===== src/rtl/seq_detect_ctrl.sv =====
// Programmable serial-pattern detector: pattern, length, overlap mode and match
// limit are set through a config handshake, then matches are counted in RUN.
module seq_detect_ctrl #(
  parameter int MAX_LEN = 8,
  parameter int LEN_W   = 4,
  parameter int CNT_W   = 8
) (
  input  logic               clk,
  input  logic               rst,
  input  logic               cfg_valid,
  output logic               cfg_ready,
  input  logic [MAX_LEN-1:0] cfg_pattern,
  input  logic [LEN_W-1:0]   cfg_len,
  input  logic               cfg_overlap,
  input  logic [CNT_W-1:0]   cfg_limit,
  output logic               cfg_err,
  input  logic               start,
  input  logic               stop,
  input  logic               in_valid,
  input  logic               in_bit,
  output logic               match,
  output logic [CNT_W-1:0]   match_count,
  output logic               busy,
  output logic               done
);

  typedef enum logic [1:0] {
    ST_IDLE = 2'd0,
    ST_RUN  = 2'd1,
    ST_DONE = 2'd2
  } state_t;

  localparam logic [LEN_W-1:0] MAX_LEN_L = LEN_W'(MAX_LEN);

  state_t             state_r, state_s;
  logic [MAX_LEN-1:0] pattern_r, pattern_s;
  logic [LEN_W-1:0]   len_r, len_s;
  logic               overlap_r, overlap_s;
  logic [CNT_W-1:0]   limit_r, limit_s;
  logic [MAX_LEN-1:0] history_r, history_s;
  logic [LEN_W-1:0]   fill_r, fill_s;
  logic [CNT_W-1:0]   count_r, count_s;
  logic               match_r, match_s;
  logic               busy_r, busy_s;
  logic               done_r, done_s;
  logic               cfg_err_r, cfg_err_s;
  logic               cfg_ready_r, cfg_ready_s;

  logic               cfg_fire_s;
  logic               hit_s;
  logic [MAX_LEN-1:0] hist_shift_s;
  logic [LEN_W-1:0]   fill_inc_s;
  logic [CNT_W-1:0]   count_inc_s;

  // Compare only the low len bits of the shifted history against the pattern.
  function automatic logic pattern_hit(input logic [MAX_LEN-1:0] hist,
                                       input logic [MAX_LEN-1:0] pat,
                                       input logic [LEN_W-1:0]   len);
    logic [MAX_LEN-1:0] mask;
    mask = ~({MAX_LEN{1'b1}} << len);
    return ((hist ^ pat) & mask) == {MAX_LEN{1'b0}};
  endfunction

  assign cfg_ready   = cfg_ready_r;
  assign cfg_err     = cfg_err_r;
  assign match       = match_r;
  assign match_count = count_r;
  assign busy        = busy_r;
  assign done        = done_r;

  // Next-state, datapath and registered-output computation.
  always_comb begin
    state_s      = state_r;
    pattern_s    = pattern_r;
    len_s        = len_r;
    overlap_s    = overlap_r;
    limit_s      = limit_r;
    history_s    = history_r;
    fill_s       = fill_r;
    count_s      = count_r;
    cfg_err_s    = cfg_err_r;
    hit_s        = 1'b0;
    cfg_fire_s   = cfg_valid & cfg_ready_r;
    hist_shift_s = {history_r[MAX_LEN-2:0], in_bit};
    fill_inc_s   = (fill_r < len_r) ? (fill_r + LEN_W'(1)) : len_r;
    count_inc_s  = count_r + CNT_W'(1);

    case (state_r)
      ST_IDLE, ST_DONE: begin
        if (cfg_fire_s) begin
          pattern_s = cfg_pattern;
          len_s     = cfg_len;
          overlap_s = cfg_overlap;
          limit_s   = cfg_limit;
          cfg_err_s = (cfg_len == {LEN_W{1'b0}}) || (cfg_len > MAX_LEN_L);
        end else if (start && !cfg_err_r) begin
          state_s   = ST_RUN;
          history_s = {MAX_LEN{1'b0}};
          fill_s    = {LEN_W{1'b0}};
          count_s   = {CNT_W{1'b0}};
        end else if (stop && (state_r == ST_DONE)) begin
          state_s = ST_IDLE;
        end else begin
          state_s = state_r;
        end
      end
      ST_RUN: begin
        if (in_valid) begin
          history_s = hist_shift_s;
          hit_s     = (fill_inc_s == len_r) && pattern_hit(hist_shift_s, pattern_r, len_r);
          if (hit_s) begin
            count_s = count_inc_s;
            // Non-overlapping mode restarts the fill so no bit is reused.
            fill_s  = overlap_r ? fill_inc_s : {LEN_W{1'b0}};
          end else begin
            fill_s = fill_inc_s;
          end
        end else begin
          hit_s = 1'b0;
        end
        if (stop) begin
          state_s = ST_IDLE;
        end else if (hit_s && (limit_r != {CNT_W{1'b0}}) && (count_inc_s == limit_r)) begin
          state_s = ST_DONE;
        end else begin
          state_s = ST_RUN;
        end
      end
      default: begin
        state_s = ST_IDLE;
      end
    endcase

    match_s     = hit_s;
    busy_s      = (state_s == ST_RUN);
    done_s      = (state_s == ST_DONE);
    cfg_ready_s = (state_s != ST_RUN);
  end

  // State, configuration, datapath and output registers.
  always_ff @(posedge clk or negedge rst) begin
    if (!rst) begin
      state_r     <= ST_IDLE;
      pattern_r   <= {MAX_LEN{1'b0}};
      len_r       <= {LEN_W{1'b0}};
      overlap_r   <= 1'b0;
      limit_r     <= {CNT_W{1'b0}};
      history_r   <= {MAX_LEN{1'b0}};
      fill_r      <= {LEN_W{1'b0}};
      count_r     <= {CNT_W{1'b0}};
      match_r     <= 1'b0;
      busy_r      <= 1'b0;
      done_r      <= 1'b0;
      cfg_err_r   <= 1'b0;
      cfg_ready_r <= 1'b1;
    end else begin
      state_r     <= state_s;
      pattern_r   <= pattern_s;
      len_r       <= len_s;
      overlap_r   <= overlap_s;
      limit_r     <= limit_s;
      history_r   <= history_s;
      fill_r      <= fill_s;
      count_r     <= count_s;
      match_r     <= match_s;
      busy_r      <= busy_s;
      done_r      <= done_s;
      cfg_err_r   <= cfg_err_s;
      cfg_ready_r <= cfg_ready_s;
    end
  end

endmodule


===== config.mk =====
export PLATFORM = sky130hd
export DESIGN_NAME = seq_detect_ctrl
export DESIGN_NICKNAME = d
export VERILOG_FILES = /design/src/rtl/seq_detect_ctrl.sv
export SDC_FILE = /design/constraint.sdc
export NUM_CORES = 1
export LEC_CHECK = 0
export CAP_MARGIN = 20
export CORE_MARGIN = 4
export CORE_UTILIZATION = 48
export CTS_CLUSTER_DIAMETER = 40
export DETAILED_ROUTE_END_ITERATION = 6
export PLACE_DENSITY = 0.85
export SLEW_MARGIN = 5
export SYNTH_ARGS = -nofsm -noshare
export SYNTH_HDL_FRONTEND = slang
export SYNTH_SLANG_ARGS = --single-unit

===== constraint.sdc =====
create_clock -name clk -period 2 [get_ports clk]
set_input_delay 0.4 -clock clk [delete_from_list [all_inputs] [get_ports clk]]
set_output_delay 0.4 -clock clk [all_outputs]
set_load 0.01 [all_outputs]

==> metrics.yaml <==
hold_path:
  worstHoldPathType: "input pin to async pin"
layout:
  final_net_count: 359
  layout_commonest_cell: "dfrtp_1"
  drive_above_1_share: 0.309
  layout_common_cells: "44 x dfrtp_1, 39 x clkdlybuf4s50_1, 29 x nand2_1, 29 x buf_4, 21 x mux2_2"
  antennaDiodeCount: 0
  fin_util: 0.707
  area_delta_synth_final_pct: 41.7
grt:
  grt-ovfl-total: 0
  antenna_found_initial: 0
  grt_max_degree: 48
  grt_pass1_vias: 2286
  grt_first_pass_wirelength_mm: 10.9
  grt_usage: 0.213
worst_setup_path:
  start_kind: "flip-flop"
  crit_path_start: "fill_r[0]"
  r2r_start: "fill_r[0]"
  cp_max_fo: 5
  arrival_ps: 2370
  r2r-end: "state_r[1]"
  critPathKind: "flip-flop to flip-flop"
  worstPathRequired_ps: 2240
  crit_end: "state_r[1]"
  regToRegSetupSlack_ps: -130
  reg2reg_depth: 8
  crit_path_end_kind: "flip-flop"
synthesis:
  yosysSeqAreaShare: 0.456
  yosys_warnings: 0
  synth_nets: 288
  synth-edff-count: 0
  synth_cells: 255
  yosysTopAreaCell: "dfrtp_1"
  ys.flop_type: "dfrtp_1"
  synth_area_leaders: "dfrtp_1 45%, mux2_2 9.2%, xnor2_1 7.1%, nand2_1 4.2%, o21ai_0 2.9%"
  synth-seq-cells: 47
  syn-cell-area_um2: 2580
  synth_top_cell_area_share: 0.446
  synth.avg_cell_area_um2: 10.1
  async_reset_ff_frac: 1.00
  synth_cell_types: 46
drt:
  drc_errors: 0
  num_vias: 2292
  drtAntennaViolNets: 0
  routed_wl_mm: 7.52
  first_iter_violations: 237
  drtPass1Iterations: 4
  vias_per_cell: 5.77
  post_drt_wl_per_cell_um: 18.9
timing:
  setup_viol: 16
  grt_setup_unrepaired: "yes"
  max-slew-margin-rel: 0.597
  fin_ws_ps: -132
  period_needed_ps: 2130
  fin_crit_sh: 1.07
  finalHoldViolCount: 0
  tightest_slew_ps: 605
  fmax_ghz: 0.469
  drv_slew: 0
  finClkSkew_ps: 8.52
pwr:
  switching_power_mw: 1.89
  p_total_mw: 4.74
  power_leakage_nw: 1.53
  p_clk_frac: 0.154
  power_density_nw_per_um2: 1300
  p_sw_frac: 0.399
  seq_power_share: 0.340
  p_comb_frac: 0.506
  ir_worst_vdd_mv: 0.590
  internal-power_mw: 2.85
die:
  fp.dieH_um: 81.3
  die_area_um2: 6610
  initial_core_util: 0.499
  die_w_um: 81.3
  io_pins: 41
  core_um2: 5170
  rows: 26
place:
  portBuffers: 40
  dpl.hpwl_mm: 4.40
  place_congestion: 0.830
clocking:
  numCtsBuffers: 5
  cts_root_buffer: "clkbuf_8"
  clock-sinks: 47
  h-tree-depth: 2
  clkLatencyLatePin_ps: 300
  cts_tree: "built"
  path_clk_slew_ps: 90
  clock_path_buffers: 2
flow_run:
  drv_cap: 0
outcome:
  outcome: "finished with violations"
  failed_checks: "setup timing"
==> final cells by class <==
class	count	area [um2]
clock buffers	6	82.6
repair buffers	77	703
clock inverters	2	35.0
flip-flops and latches	47	1180
multi-input cells	185	1530
inverters	10	37.5
fillers	318	1520
well taps	70	87.6
==> cell families after synthesis <==
kind of cell / share of synthesized area
buf+inv: 0.0364
simple gates: 0.161
fa+ha+maj: 0.0242
compound gates: 0.135
flops: 0.456
mux: 0.0994
xor+xnor: 0.0882
==> state kept, by name, summed over array words and instances (netlist names) <==
| signal | count |
|---|---|
| pattern_r | 8 |
| history_r | 7 |
| state_r | 2 |
| done | 1 |
| limit_r | 8 |
| busy | 1 |
| cfg_ready | 1 |
| overlap_r | 1 |
| match_count | 8 |
| match | 1 |
| len_r | 4 |
| fill_r | 4 |
| cfg_err | 1 |
==> worst min path at each step <==
stage | from | endpoint | slack, ps | cells past startpoint
2_1_floorplan | rst | busy | 100 | 0
3_3_place_gp | history_r[6] | history_r[6] | 490 | 2
3_5_place_dp | history_r[6] | history_r[6] | 510 | 2
4_1_cts | rst | pattern_r[2] | 210 | 2
5_1_grt | rst | pattern_r[4] | 240 | 2
6_report | rst | pattern_r[5] | 170 | 2
==> layer usage <==
layer / part of all wire / vias up / track usage
li1: - / 1039 / -
met1: 0.39 / 1112 / 0.268
met2: 0.50 / 105 / 0.366
met3: 0.070 / 36 / 0.0388
met4: 0.041 / 0 / 0.0726
met5: 0 / - / 0
==> what timing repair did <==
| action | CTS | global route |
|---|---|---|
| endpoints found under the setup margin | 19 | 25 |
| hold endpoints to repair | 0 | 0 |
| hold buffers | 0 | 0 |
| setup buffers | 4 | 3 |
| pin swaps | 20 | 15 |
| gates resized for setup | 20 | 31 |
==> cells in the mapped netlist, drive strengths merged, types with 3 or more instances <==
master / n
a21o: 4
a21oi: 14
buf: 4
clkbuf: 9
dfrtp: 46
ha: 5
inv: 10
mux2: 21
nand2: 29
nand2b: 3
nand3: 9
nand3b: 3
nor2: 8
nor3: 6
nor4: 5
o211ai: 9
o21ai: 16
or2: 3
xnor2: 21
xor2: 5
==> worst max-delay path: stages (launching register included) <==
cell	delay, ps
dfrtp_1	410
buf_4	170
nand3_2	130
xnor2_2	190
nor4_4	300
o211ai_4	160
buf_6	150
nor4_4	360
a21o_1	180
==> metrics by stage <==
step | cells | TNS (ps) | instance area (um2) | setup WS (ps) | hold slack, ps
6_report | 397 | -1150 | 3660 | -132 | 171
5_1_grt | 397 | -2380 | 3660 | -201 | 237
4_1_cts | 394 | -953 | 3470 | -96.8 | 207
3_5_place_dp | 382 | -7950 | 3240 | -424 | 506
3_3_place_gp | 382 | -6370 | 3240 | -358 | 488
2_1_floorplan | 255 | -134 | 2590 | -31.8 | 104
==> power by group through the flow <==
stage	clock (mW)	combinational, mW	sequential (mW)
floorplan	0	1.29	1.47
global placement	0	1.76	1.56
detailed placement	0	1.83	1.58
CTS	0.731	1.96	1.57
global route	0.778	2.57	1.66
finish	0.731	2.40	1.61
Power figures use the tool's default switching activity.
==> patch 1, RTL diff (same flow settings) <==
Put one more register stage on the output `cfg_err`, without a reset. The value now appears one clock later. The other outputs are not delayed to match.
--- a/src/rtl/seq_detect_ctrl.sv
+++ b/src/rtl/seq_detect_ctrl.sv
@@ -62,7 +62,9 @@
   endfunction
 
   assign cfg_ready   = cfg_ready_r;
-  assign cfg_err     = cfg_err_r;
+  always_ff @(posedge clk) begin
+    cfg_err <= cfg_err_r;
+  end
   assign match       = match_r;
   assign match_count = count_r;
   assign busy        = busy_r;
Formal check against the unedited RTL: not equivalent (a bounded check fails within 4 cycles, from zero or initial values and one cycle with rst low).
==> patch 1 against the unedited design <==
The run still ends with setup timing left; synthesized area rose by 0.78%; worst setup slack got worse by 65 ps; wire length rose by 5.2%; via count rose by 5.1%; total power rose by 4.0%; die area rose by 0.70%; critical endpoint is now match_count[7]; highest routed layer unchanged; sequential cell count rose by 1; utilization rose by 0.29 points; count of clock-buffer cells in the layout did not move; design area rose by 0.41%; sequential share of layout area rose by 0.41 points.
==> patch 1: results (changes against the unedited design) <==
[critical_path]
cpPeakStageDelay_ps=520  ; +110 ps
arrival_ps=2440  ; +70 ps
critical-path-top-delay-family=simple AND/OR/NAND/NOR gates
path_max_fanout=6  ; +1
cpMaxStageDelayCell=or4_1

[timing]
setup_ws_ps=-196  ; -64.7 ps
worst_slew_pin_slew_ps=600  ; -5.33 ps
setup_violations=17  ; +1
setup_tns_ps=-2010  ; -859 ps
clock_skew_ps=12.1  ; +3.55 ps

[power]
p_int_w=0.00293  ; +2.8%
p_leak_nw=1.54  ; +1.1%
ir_drop_v=0.000618  ; +4.7%

[worst_hold_path]
hold_path_class=in2async

[route]
drt_iter0_drc=261  ; +10%
wl_per_cell_um=19.7  ; +4.1%
first_pass_iters=5  ; +1
viasPerCell=6.01  ; +4.1%

[global_route]
grt_max_degree=48  ; unchanged
grt.total_usage_pct=23.1  ; +1.8 points
grt_antenna_before_repair=0  ; unchanged
grt_pass1_wl_um=11600  ; +6.9%
grt_pass1_vias=2408  ; +5.3%

[clock_tree]
clockBufferDepth=2  ; unchanged
clk_latency_ps=310
cts_buffers=5  ; unchanged
h-tree-depth=2  ; unchanged
cts-root-buf=clkbuf_8
cts.reportedPaths.clkPinSlew_ps=90  ; about the same

[synthesis]
yosysWarnings=0  ; unchanged
synth_edf_count=0  ; unchanged
synth_common_cells=46 x dfrtp_1, 29 x nand2_1, 21 x mux2_2, 21 x xnor2_1, 15 x o21ai_0
synth_area_leaders=dfrtp_1 44%, mux2_2 9.1%, xnor2_1 7.1%
ys_ff_latch=48  ; +2.1%
async_flop_share_pct=97.9  ; -2.1 points
ys_types=47  ; +2.2%
synth_fp_nets=289  ; +0.35%
synth_seq_area_share_pct=46.0  ; +0.42 points

[final_layout]
drive_gt1_share_pct=30.5  ; -0.37 points
diodes=0  ; unchanged
final_nets=363  ; +1.1%

[place]
io_buffers=40  ; unchanged
gp_congestion=0.825  ; -0.64%
hpwl_um=4570  ; +3.8%
dp_slack_ps=-489  ; -64.7 ps

[run_status]
outcome=complete, but fails checks
failed_checks=setup timing

==> patch 1: changes by cell type after synthesis, sizes merged <==
cell | unedited run | this run
dfxtp | 0 | 1
==> patch 1: what timing repair did <==
| item | 4_1_cts | 5_1_grt |
|---|---|---|
| endpoints found under the hold margin | 0 | 0 |
| gates cloned | 1 | 0 |
| pin swaps | 12 | 15 |
| resized for setup | 18 | 20 |
| setup buffers | 6 | 2 |
| setup endpoints to repair | 18 | 24 |
==> patch 1: area by class of cell <==
type	instances	area (um2)
well taps	70	87.6
fillers	316	1500
repair buffers	79	708
flip-flops and latches	48	1200
inverters	10	37.5
clock buffers	6	82.6
multi-input cells	186	1520
clock inverters	2	38.8
==> patch 1: worst reg2reg max path, stage by stage, from the launching register on <==
cell,delay [ps]
dfrtp_1,430
ha_4,200
xnor2_4,130
xnor2_2,150
nor4_4,430
o211ai_4,180
or4_1,520
nand3_1,90
==> patch 1: path summary, 6_finish.rpt <==
check | start | slack, ps | to | cells past startpoint
hold / removal | rst | 170 | pattern_r[2] | 2
min in group clk | cfg_err_r | 460 | cfg_err | 0
setup / recovery | fill_r[0] | -200 | match_count[7] | 7
hold reg to reg | cfg_err_r | 460 | cfg_err | 0
setup reg to reg | fill_r[0] | -200 | match_count[7] | 7
max in group asynchronous | rst | 1400 | len_r[1] | 2
==> patch 1: kinds of logic (layout without fill, tap and decap cells) <==
kind of cell | Yosys count | count (layout) | share of synthesized area, %
buffers and inverters | 23 | 97 | 3.61
xor gates and xnor gates | 26 | 26 | 8.75
AOI/OAI and AO/OA | 54 | 55 | 13.4
muxes | 23 | 23 | 9.86
DFF | 48 | 48 | 46.0
and+or+nand+nor | 77 | 77 | 16.0
adders and majority gates | 5 | 5 | 2.41
==> patch 1: power groups by stage <==
stage / Sequential (W) / Combinational (W) / Clock (W)
3_3_place_gp: 0.00159 / 0.00177 / 0
3_5_place_dp: 0.00160 / 0.00185 / 0
6_report: 0.00164 / 0.00253 / 0.000764
4_1_cts: 0.00160 / 0.00220 / 0.000763
2_1_floorplan: 0.00150 / 0.00129 / 0
5_1_grt: 0.00167 / 0.00267 / 0.000805
==> patch 1: per-stage QoR <==
step / hold slack [ps] / util [%] / power, W / cells / area (um2)
after floorplan: 104 / - / 0.00279 / 256 / 2610
after CTS: 196 / 69.0 / 0.00456 / 399 / 3570
after global routing: 218 / 71.0 / 0.00514 / 401 / 3670
after global placement: 433 / 63.2 / 0.00336 / 384 / 3270
after detailed placement: 436 / 63.2 / 0.00346 / 384 / 3270
final: 171 / 71.0 / 0.00493 / 401 / 3670
==> patch 1: per-layer routing <==
metal / track usage [%] / part of all wire (%) / wire length [um]
met1: 28.3 / 38 / 2980
met2: 37.6 / 49 / 3860
met3: 5.48 / 8.1 / 640
met4: 12.3 / 5.5 / 433
met5: 0 / 0 / 0
==> patch 2, RTL diff (config.mk and constraints unchanged) <==
Made on the original files. Set the parameter `MAX_LEN` to 4 (it was 8).
--- a/src/rtl/seq_detect_ctrl.sv
+++ b/src/rtl/seq_detect_ctrl.sv
@@ -1,7 +1,7 @@
 // Programmable serial-pattern detector: pattern, length, overlap mode and match
 // limit are set through a config handshake, then matches are counted in RUN.
 module seq_detect_ctrl #(
-  parameter int MAX_LEN = 8,
+  parameter int MAX_LEN = 4,
   parameter int LEN_W   = 4,
   parameter int CNT_W   = 8
 ) (
Interface: changed (resized cfg_pattern); port bits go from 41 to 37. No check against the original RTL was run, so the function may have changed too.
==> patch 2 against the unedited design <==
The run still ends with setup timing left; wire length shrank 21%; worst setup slack gained 110 ps; count of clock-buffer cells in the layout grew 1; critical path depth shrank 1; sequential cell count shrank 8; synthesized area shrank 15%; design area shrank 13%; total power shrank 16%; critical path type unchanged.
==> patch 2: results (changes against the unedited design) <==
[global_route]
grt.total_usage_pct=21.5  ; +0.18 points
grt_max_degree=40  ; -17%
globalRouteMet1Util_pct=28.0  ; +1.2 points
grt_pass1_wl_um=9250  ; -15%
grt_antenna_before_repair=0  ; unchanged
grt_use_met3_pct=4.49  ; +0.61 points
grt_pass1_vias=2011  ; -12%
met2_usage_pct=35.8  ; -0.88 points

[power]
ir_drop_v=0.000694  ; +18%
p_switching_w=0.00159  ; -16%
p_leak_nw=1.37  ; -10%

[route]
wl_per_cell_um=16.7  ; -12%
totalWireLength_um=5950  ; -21%
m1WireLength_um=2520  ; -15%
dr_wl_met2_um=2960  ; -21%
vias=2081  ; -9.2%
drt_iter0_drc=167  ; -30%
wl_met3_um=334  ; -36%

[final_layout]
drive_gt1_share_pct=33.2  ; +2.3 points
final_nets=332  ; -7.5%
diodes=0  ; unchanged
num-fill-cells=277  ; -13%

[place]
gp_congestion=0.896  ; +8.0%
io_buffers=36  ; -10%
dp_slack_ps=-557  ; -133 ps
place_area_um2=2910  ; -10%
hpwl_um=4090  ; -7.2%
placed_cells=343  ; -10%

[timing]
worst_slew_pin_slew_ps=678  ; +72.6 ps
hold_ws_ps=148  ; -23.0 ps
setup_violations=1  ; -15
setup_tns_ps=-20.8  ; +1130 ps
setup_ws_ps=-20.8  ; +111 ps
clock_skew_ps=7.04  ; -1.49 ps

[synthesis]
synth_seq_area_share_pct=44.5  ; -1.2 points
synth_compound_area_share_pct=17.4  ; +3.9 points
syn_inst=222  ; -13%
synthAdderAreaFrac_pct=2.85  ; +0.42 points
synth_mux_area_share_pct=10.1  ; +0.19 points
synth_area_leaders=dfrtp_1 43%, mux2_2 9.2%, xnor2_1 4.4%
synth-xor-area-share_pct=7.17  ; -1.7 points
synth_common_cells=38 x dfrtp_1, 21 x nand2_1, 18 x mux2_2
synth_fp_nets=251  ; -13%

[critical_path]
arrival_ps=2220  ; -150 ps
reg2reg_from=match_count[3]
cpPeakStageDelay_ps=450  ; +40 ps
critical-path-top-delay-family=compound AO/OA/AOI/OAI gates
r2r_setup_slack_ps=-20  ; +110 ps
path_max_fanout=6  ; +1
cp-endpoint=done
cp-start-kind=register

[clock_tree]
post_cts_buffers=3  ; -1
h-tree-depth=2  ; unchanged
cts.reportedPaths.clkPinSlew_ps=70  ; -20 ps
cts-root-buf=clkbuf_8
clockBufferDepth=2  ; unchanged
post_cts_resized=14  ; -30%

[run_status]
outcome=complete, but fails checks
failed_checks=setup timing

==> patch 2: cell count changes in the layout (fill, tap and decap cells not counted), sizes merged, moves of 5 or more <==
cell           unedited run  this run
buf                      38        46
clkdlybuf4s50            39        34
dfrtp                    46        38
nand2                    29        21
nor2                      8        16
o211ai                    9         1
xnor2                    21        11
==> patch 2: cell families (layout without fill, tap and decap cells) <==
group | count (synthesis) | after routing
AOI/OAI and AO/OA | 56 | 56
xor gates and xnor gates | 18 | 18
adders and majority gates | 5 | 5
buffers and inverters | 14 | 96
DFF | 39 | 39
muxes | 20 | 20
and+or+nand+nor | 70 | 70
==> patch 2: layout make-up <==
| class | count | area (um2) | share of cell area, % |
|---|---|---|---|
| clock buffer | 7 | 86.3 | 2.71 |
| timing repair buffer | 81 | 716 | 22.4 |
| tap | 52 | 65.1 | 2.04 |
| multi-input combinational | 169 | 1310 | 41.0 |
| sequential | 39 | 982 | 30.8 |
| clock inverter | 1 | 5.00 | 0.157 |
| inverter | 7 | 26.3 | 0.824 |
==> patch 2: power by group through the flow <==
stage                     logic, W  registers (W)  clock network (W)
after global placement     0.00175        0.00136                  0
after detailed placement   0.00181        0.00138                  0
after floorplan            0.00112        0.00135                  0
after global routing       0.00222        0.00145           0.000579
after CTS                  0.00188        0.00139           0.000554
final                      0.00204        0.00142           0.000544
==> patch 2: worst min path at each step <==
stage	startpoint	end	depth (start not counted)
after floorplan	rst	busy	0
after global placement	rst	len_r[2]	2
after detailed placement	rst	len_r[2]	2
after CTS	rst	history_r[0]	2
after global routing	rst	pattern_r[3]	2
final	rst	pattern_r[0]	2
